## config.mk

```make
export PLATFORM = sky130hd
export DESIGN_NAME = hash_msg_feeder
export DESIGN_NICKNAME = d
export VERILOG_FILES = /design/src/rtl/hash_msg_feeder.sv
export SDC_FILE = /design/constraint.sdc
export NUM_CORES = 1
export LEC_CHECK = 0
export CAP_MARGIN = 20
export CELL_PAD_IN_SITES_DETAIL_PLACEMENT = 1
export CELL_PAD_IN_SITES_GLOBAL_PLACEMENT = 2
export CORE_MARGIN = 2
export CORE_UTILIZATION = 36
export DETAILED_ROUTE_END_ITERATION = 7
export PLACE_DENSITY_LB_ADDON = 0.08
export SLEW_MARGIN = 40
export SYNTH_ARGS = -nofsm -noshare
export SYNTH_HDL_FRONTEND = slang
export SYNTH_SLANG_ARGS = --single-unit
```

## constraint.sdc

```tcl
create_clock -name clk -period 3.85 [get_ports clk]
set_clock_uncertainty 0.15 [all_clocks]
set_input_delay 0.77 -clock clk [delete_from_list [all_inputs] [get_ports clk]]
set_output_delay 0.77 -clock clk [all_outputs]
set_load 0.05 [all_outputs]
```

## src/rtl/hash_msg_feeder.sv

```systemverilog
// Buffers message bytes and replays them to the DES hash core at one byte per two cycles.
// Captures the digest on the hash_ready rising edge and offers it downstream until accepted.
module hash_msg_feeder #(
  parameter int DEPTH   = 16,
  parameter int TIMEOUT = 15
) (
  input  logic        clk,
  input  logic        rst_n,
  input  logic        start_valid,
  output logic        start_ready,
  input  logic [63:0] msg_len,
  input  logic        byte_valid,
  output logic        byte_ready,
  input  logic [7:0]  byte_data,
  output logic        M_valid,
  output logic [7:0]  message,
  output logic [63:0] counter,
  input  logic        hash_ready,
  input  logic [31:0] digest_in,
  output logic        dig_valid,
  input  logic        dig_ready,
  output logic [31:0] dig_data,
  output logic        err,
  output logic        busy
);

  localparam int AW = $clog2(DEPTH);
  localparam int CW = AW + 1;
  localparam int TW = $clog2(TIMEOUT) + 1;

  typedef enum logic [2:0] {S_IDLE, S_ISSUE, S_GAP, S_WAIT, S_HOLD} state_t;

  state_t         state_q, state_d;
  logic           init_q;
  logic [7:0]     mem_q [DEPTH];
  logic [AW-1:0]  wr_ptr_q, rd_ptr_q;
  logic [CW-1:0]  count_q;
  logic [63:0]    rem_q, rem_d;
  logic [63:0]    counter_q, counter_d;
  logic [TW-1:0]  tmr_q, tmr_d;
  logic           hr_q;
  logic [31:0]    dig_data_q, dig_data_d;
  logic           err_q, err_d;

  logic fifo_empty, push, pop;

  assign fifo_empty = (count_q == '0);
  assign byte_ready = (count_q != CW'(DEPTH));
  assign push       = byte_valid & byte_ready;
  assign pop        = (state_q == S_ISSUE) & ~fifo_empty;

  assign M_valid     = pop;
  assign message     = pop ? mem_q[rd_ptr_q] : 8'h00;
  // init_q keeps start_ready low while reset is held, even though the state is IDLE.
  assign start_ready = (state_q == S_IDLE) & init_q;
  assign busy        = (state_q != S_IDLE);
  assign dig_valid   = (state_q == S_HOLD);
  assign counter     = counter_q;
  assign dig_data    = dig_data_q;
  assign err         = err_q;

  always_ff @(posedge clk) begin
    if (push) mem_q[wr_ptr_q] <= byte_data;
  end

  always_ff @(posedge clk or negedge rst_n) begin
    if (!rst_n) begin
      state_q    <= S_IDLE;
      init_q     <= 1'b0;
      wr_ptr_q   <= '0;
      rd_ptr_q   <= '0;
      count_q    <= '0;
      rem_q      <= '0;
      counter_q  <= '0;
      tmr_q      <= '0;
      hr_q       <= 1'b0;
      dig_data_q <= '0;
      err_q      <= 1'b0;
    end else begin
      state_q    <= state_d;
      init_q     <= 1'b1;
      rem_q      <= rem_d;
      counter_q  <= counter_d;
      tmr_q      <= tmr_d;
      hr_q       <= hash_ready;
      dig_data_q <= dig_data_d;
      err_q      <= err_d;
      if (push) wr_ptr_q <= wr_ptr_q + AW'(1);
      if (pop)  rd_ptr_q <= rd_ptr_q + AW'(1);
      case ({push, pop})
        2'b10:   count_q <= count_q + CW'(1);
        2'b01:   count_q <= count_q - CW'(1);
        default: count_q <= count_q;
      endcase
    end
  end

  always_comb begin
    state_d    = state_q;
    rem_d      = rem_q;
    counter_d  = counter_q;
    tmr_d      = tmr_q;
    dig_data_d = dig_data_q;
    err_d      = 1'b0;
    case (state_q)
      S_IDLE: begin
        if (start_valid && init_q) begin
          if (msg_len == 64'd0) begin
            err_d = 1'b1;
          end else begin
            counter_d = msg_len;
            rem_d     = msg_len;
            state_d   = S_ISSUE;
          end
        end
      end
      S_ISSUE: begin
        if (!fifo_empty) begin
          rem_d   = rem_q - 64'd1;
          state_d = S_GAP;
        end
      end
      S_GAP: begin
        // One idle strobe cycle per byte so the core can process it.
        if (rem_q == 64'd0) begin
          tmr_d   = '0;
          state_d = S_WAIT;
        end else begin
          state_d = S_ISSUE;
        end
      end
      S_WAIT: begin
        tmr_d = tmr_q + TW'(1);
        if (hash_ready && !hr_q) begin
          dig_data_d = digest_in;
          state_d    = S_HOLD;
        end else if (tmr_q == TW'(TIMEOUT - 1)) begin
          err_d   = 1'b1;
          state_d = S_IDLE;
        end
      end
      S_HOLD: begin
        if (dig_ready) state_d = S_IDLE;
      end
      default: state_d = S_IDLE;
    endcase
  end

endmodule

```

==> results_dict.tcl <==
set metrics [dict create \
    crit_path_frequent_cell "buf_12" \
    boundaryPins 220 \
    irDropWorstVdd_v 0.0005518 \
    critPathTopFamily "flip-flops" \
    synthTopCellsByCount "262 x nand2_1, 184 x dfrtp_1, 128 x edfxtp_1" \
    worstPathMaxFanout 24 \
    async_flop_share 0.5897 \
    post-cts-setup-buffers 0 \
    end_kind "primary output" \
    p_sw_frac 0.4264 \
    first_pass_iters 7 \
    gr-usage-all-layers 0.2204 \
    cap_violations 0 \
    hold_violations 0 \
    ys_warn_count 0 \
    required_ns 2.93 \
    cts-resized-gates 0 \
    maxSlewHeadroom 0.4720 \
    syn-cell-area_um2 14130 \
    min_path_type "in2async" \
    insertion_delay_ns 0.57 \
    die_area_um2 40860 \
    final_area_um2 18720 \
    fp.coreArea_um2 38740 \
    synth.most_common_cell "nand2_1" \
    clock_power_share 0.213 \
    ys_types 72 \
    rsz0062_at_grt "false" \
    overflow 0 \
    hold_slack_ns 0.07897 \
    hold_buffers 0 \
    cts_tree "built" \
    p_per_area_nw_per_um2 878.7 \
    grt_start_max_net_pins 94 \
    yosysSeqAreaShare 0.5977 \
    drc_errors 0 \
    fmax_mhz 274.0 \
    place_area_um2 17490 \
    synth-main-ff-cell "dfrtp_1" \
    drtAntennaViolNets 0 \
    status "finished, final reports clean" \
    synth_fp_nets 1365 \
    final_core_util 0.4832 \
    p_leak_nw 7.173 \
    final.setup.tns_ns 0 \
    cp.arrival_ns 2.73 \
    layout-drive-gt1-share 0.1503 \
    cts_max_level 2 \
    cts_buffer_depth 3 \
    antenna_cells 0 \
    seqPwrFrac 0.331 \
    p_total_mw 16.45 \
    synth_cells 1242 \
    num-nets-final 1619 \
    min_period_ns 3.649 \
    grt_pass1_vias 11700 \
    clock-sinks 312 \
    syn_avg_cell_area_um2 11.38 \
    crit_path_start "rd_ptr_q[0]" \
    n_fill_cell 4131 \
    ys_seq_elements 312 \
    cp-start-kind "flop" \
    tightest_slew_ns 0.7920 \
    netlist.area_leader.share 0.3258 \
    clk_pin_slew_ns 0.06 \
    dieWidth_um 202.1 \
    syn2layout_area_growth_pct 32.43 \
    regToRegStartpoint "rem_q[0]" \
    critical_path.max_stage_delay_ns 0.59 \
    via_per_inst 5.311 \
    vias 10850 \
    setup_viol 0 \
    synth_edf_count 128 \
    worstPathCellList "buf_12 -> mux4_2 -> a211oi_1 -> a211oi_2 -> buf_12" \
    cts-root-buf "clkbuf_16" \
    finalCritPeriodShare 0.9478 \
    dp_hpwl_um 30880 \
    critPathBufInv 2 \
    cts_buffers 38 \
    synth_top_area_cell "dfrtp_1" \
    routabilityCongestion 0.7969 \
    slowest_stage "dfrtp_4" \
    slew_viol_final 0 \
    die_y_um 202.1 \
    drt_iter0_drc 550 \
    initial_core_util 0.3649 \
    antenna_found_initial 0 \
    internal_power_mw 9.435 \
    crit_type "reg2out" \
    switching_power_mw 7.012 \
    num_rows 72 \
    synth_area_leaders "dfrtp_1 33%, edfxtp_1 27%, nand2_1 7.0%" \
    combPwrFrac 0.456 \
    avgRoutedWirePerCell_um 21.58 \
    routed_wl_um 44060 \
    portBuffers 219 \
    grt_pass1_wl_um 69570 \
]
-- cells by family (layout without fill, tap and decap cells) --
logic type | Yosys count | count (layout) | synth area share
and+or+nand+nor | 511 | 511 | 0.1693
muxes | 72 | 72 | 0.08215
AOI/OAI and AO/OA | 228 | 228 | 0.1051
DFF | 312 | 312 | 0.5977
xor gates and xnor gates | 13 | 13 | 0.008056
adders and majority gates | 13 | 13 | 0.01204
other | 1 | 1 | 0.0002653
buffers and inverters | 92 | 374 | 0.02541
-- per-layer routing --
metal  global-route usage  wire length, µm  vias up
li1                     -                -     5075
met1               0.2755            18450     5489
met2               0.3882            22730      216
met3              0.03870             1705       65
met4              0.07013             1172        0
met5                    0                0        -
-- power groups by stage --
stage               Sequential [mW]  Clock (mW)  Combinational [mW]
floorplan                      6.83           0                3.34
global placement               5.47           0                7.47
detailed placement             5.49           0                7.58
CTS                            5.45        3.61                7.62
global route                   5.62        3.74                8.08
finish                         5.45        3.50                7.51
-- cell usage in the layout (no fill, tap or decap), types with 9 or more instances in the layout --
master	Yosys	routed
buf_12	0	16
a211oi_1	23	15
edfxtp_1	128	128
nor4_1	32	30
clkbuf_16	0	38
o21ai_0	36	36
nand3_1	30	30
a31oi_1	9	9
mux4_2	32	32
buf_4	0	60
clkdlybuf4s50_1	0	209
o22ai_1	16	16
o32ai_1	10	10
nor3_1	36	36
ha_1	12	12
nand2b_1	10	9
nand2_1	262	262
o22a_1	9	9
mux2_2	32	32
nand4_1	17	17
inv_1	17	17
nor2_1	64	62
dfrtp_1	184	183
or3_1	13	13
a21oi_1	76	76
-- per-stage QoR --
step / instances / worst slack (ns)
after floorplan: 1242 / 0.4200
after global placement: 1973 / 0.2458
after detailed placement: 1974 / 0.1452
after CTS: 2042 / 0.03571
after global routing: 2042 / 0.07251
final: 2042 / 0.2009
-- registers in the layout (all words and copies together) (netlist names), 3 cells and up --
signal and cells:
rem_q 64, rd_ptr_q 4, tmr_q 5, dig_data 32, count_q 5, counter 64
state_q 3, wr_ptr_q 4, mem_q 128
-- path summary, 6_finish.rpt --
kind / slack [ns] / depth (start not counted) / end
max: 0.20 / 5 / message[1]
min: 0.08 / 1 / counter[46]
max reg2reg: 0.57 / 8 / rem_q[56]
min reg2reg: 0.32 / 2 / counter[24]
max in group asynchronous: 2.49 / 2 / rd_ptr_q[0]
min in group clk: 0.32 / 2 / counter[24]
-- area by class of cell --
cell class | count | area (µm²) | area share
inverters | 18 | 67.56 | 0.003610
repair buffers | 288 | 2915 | 0.1558
multi-input cells | 838 | 5415 | 0.2893
clock inverters | 19 | 186.4 | 0.009961
clock buffers | 49 | 1032 | 0.05515
well taps | 518 | 648.1 | 0.03463
flip-flops and latches | 312 | 8452 | 0.4516
Note: power is estimated with default switching activity, not from simulation.
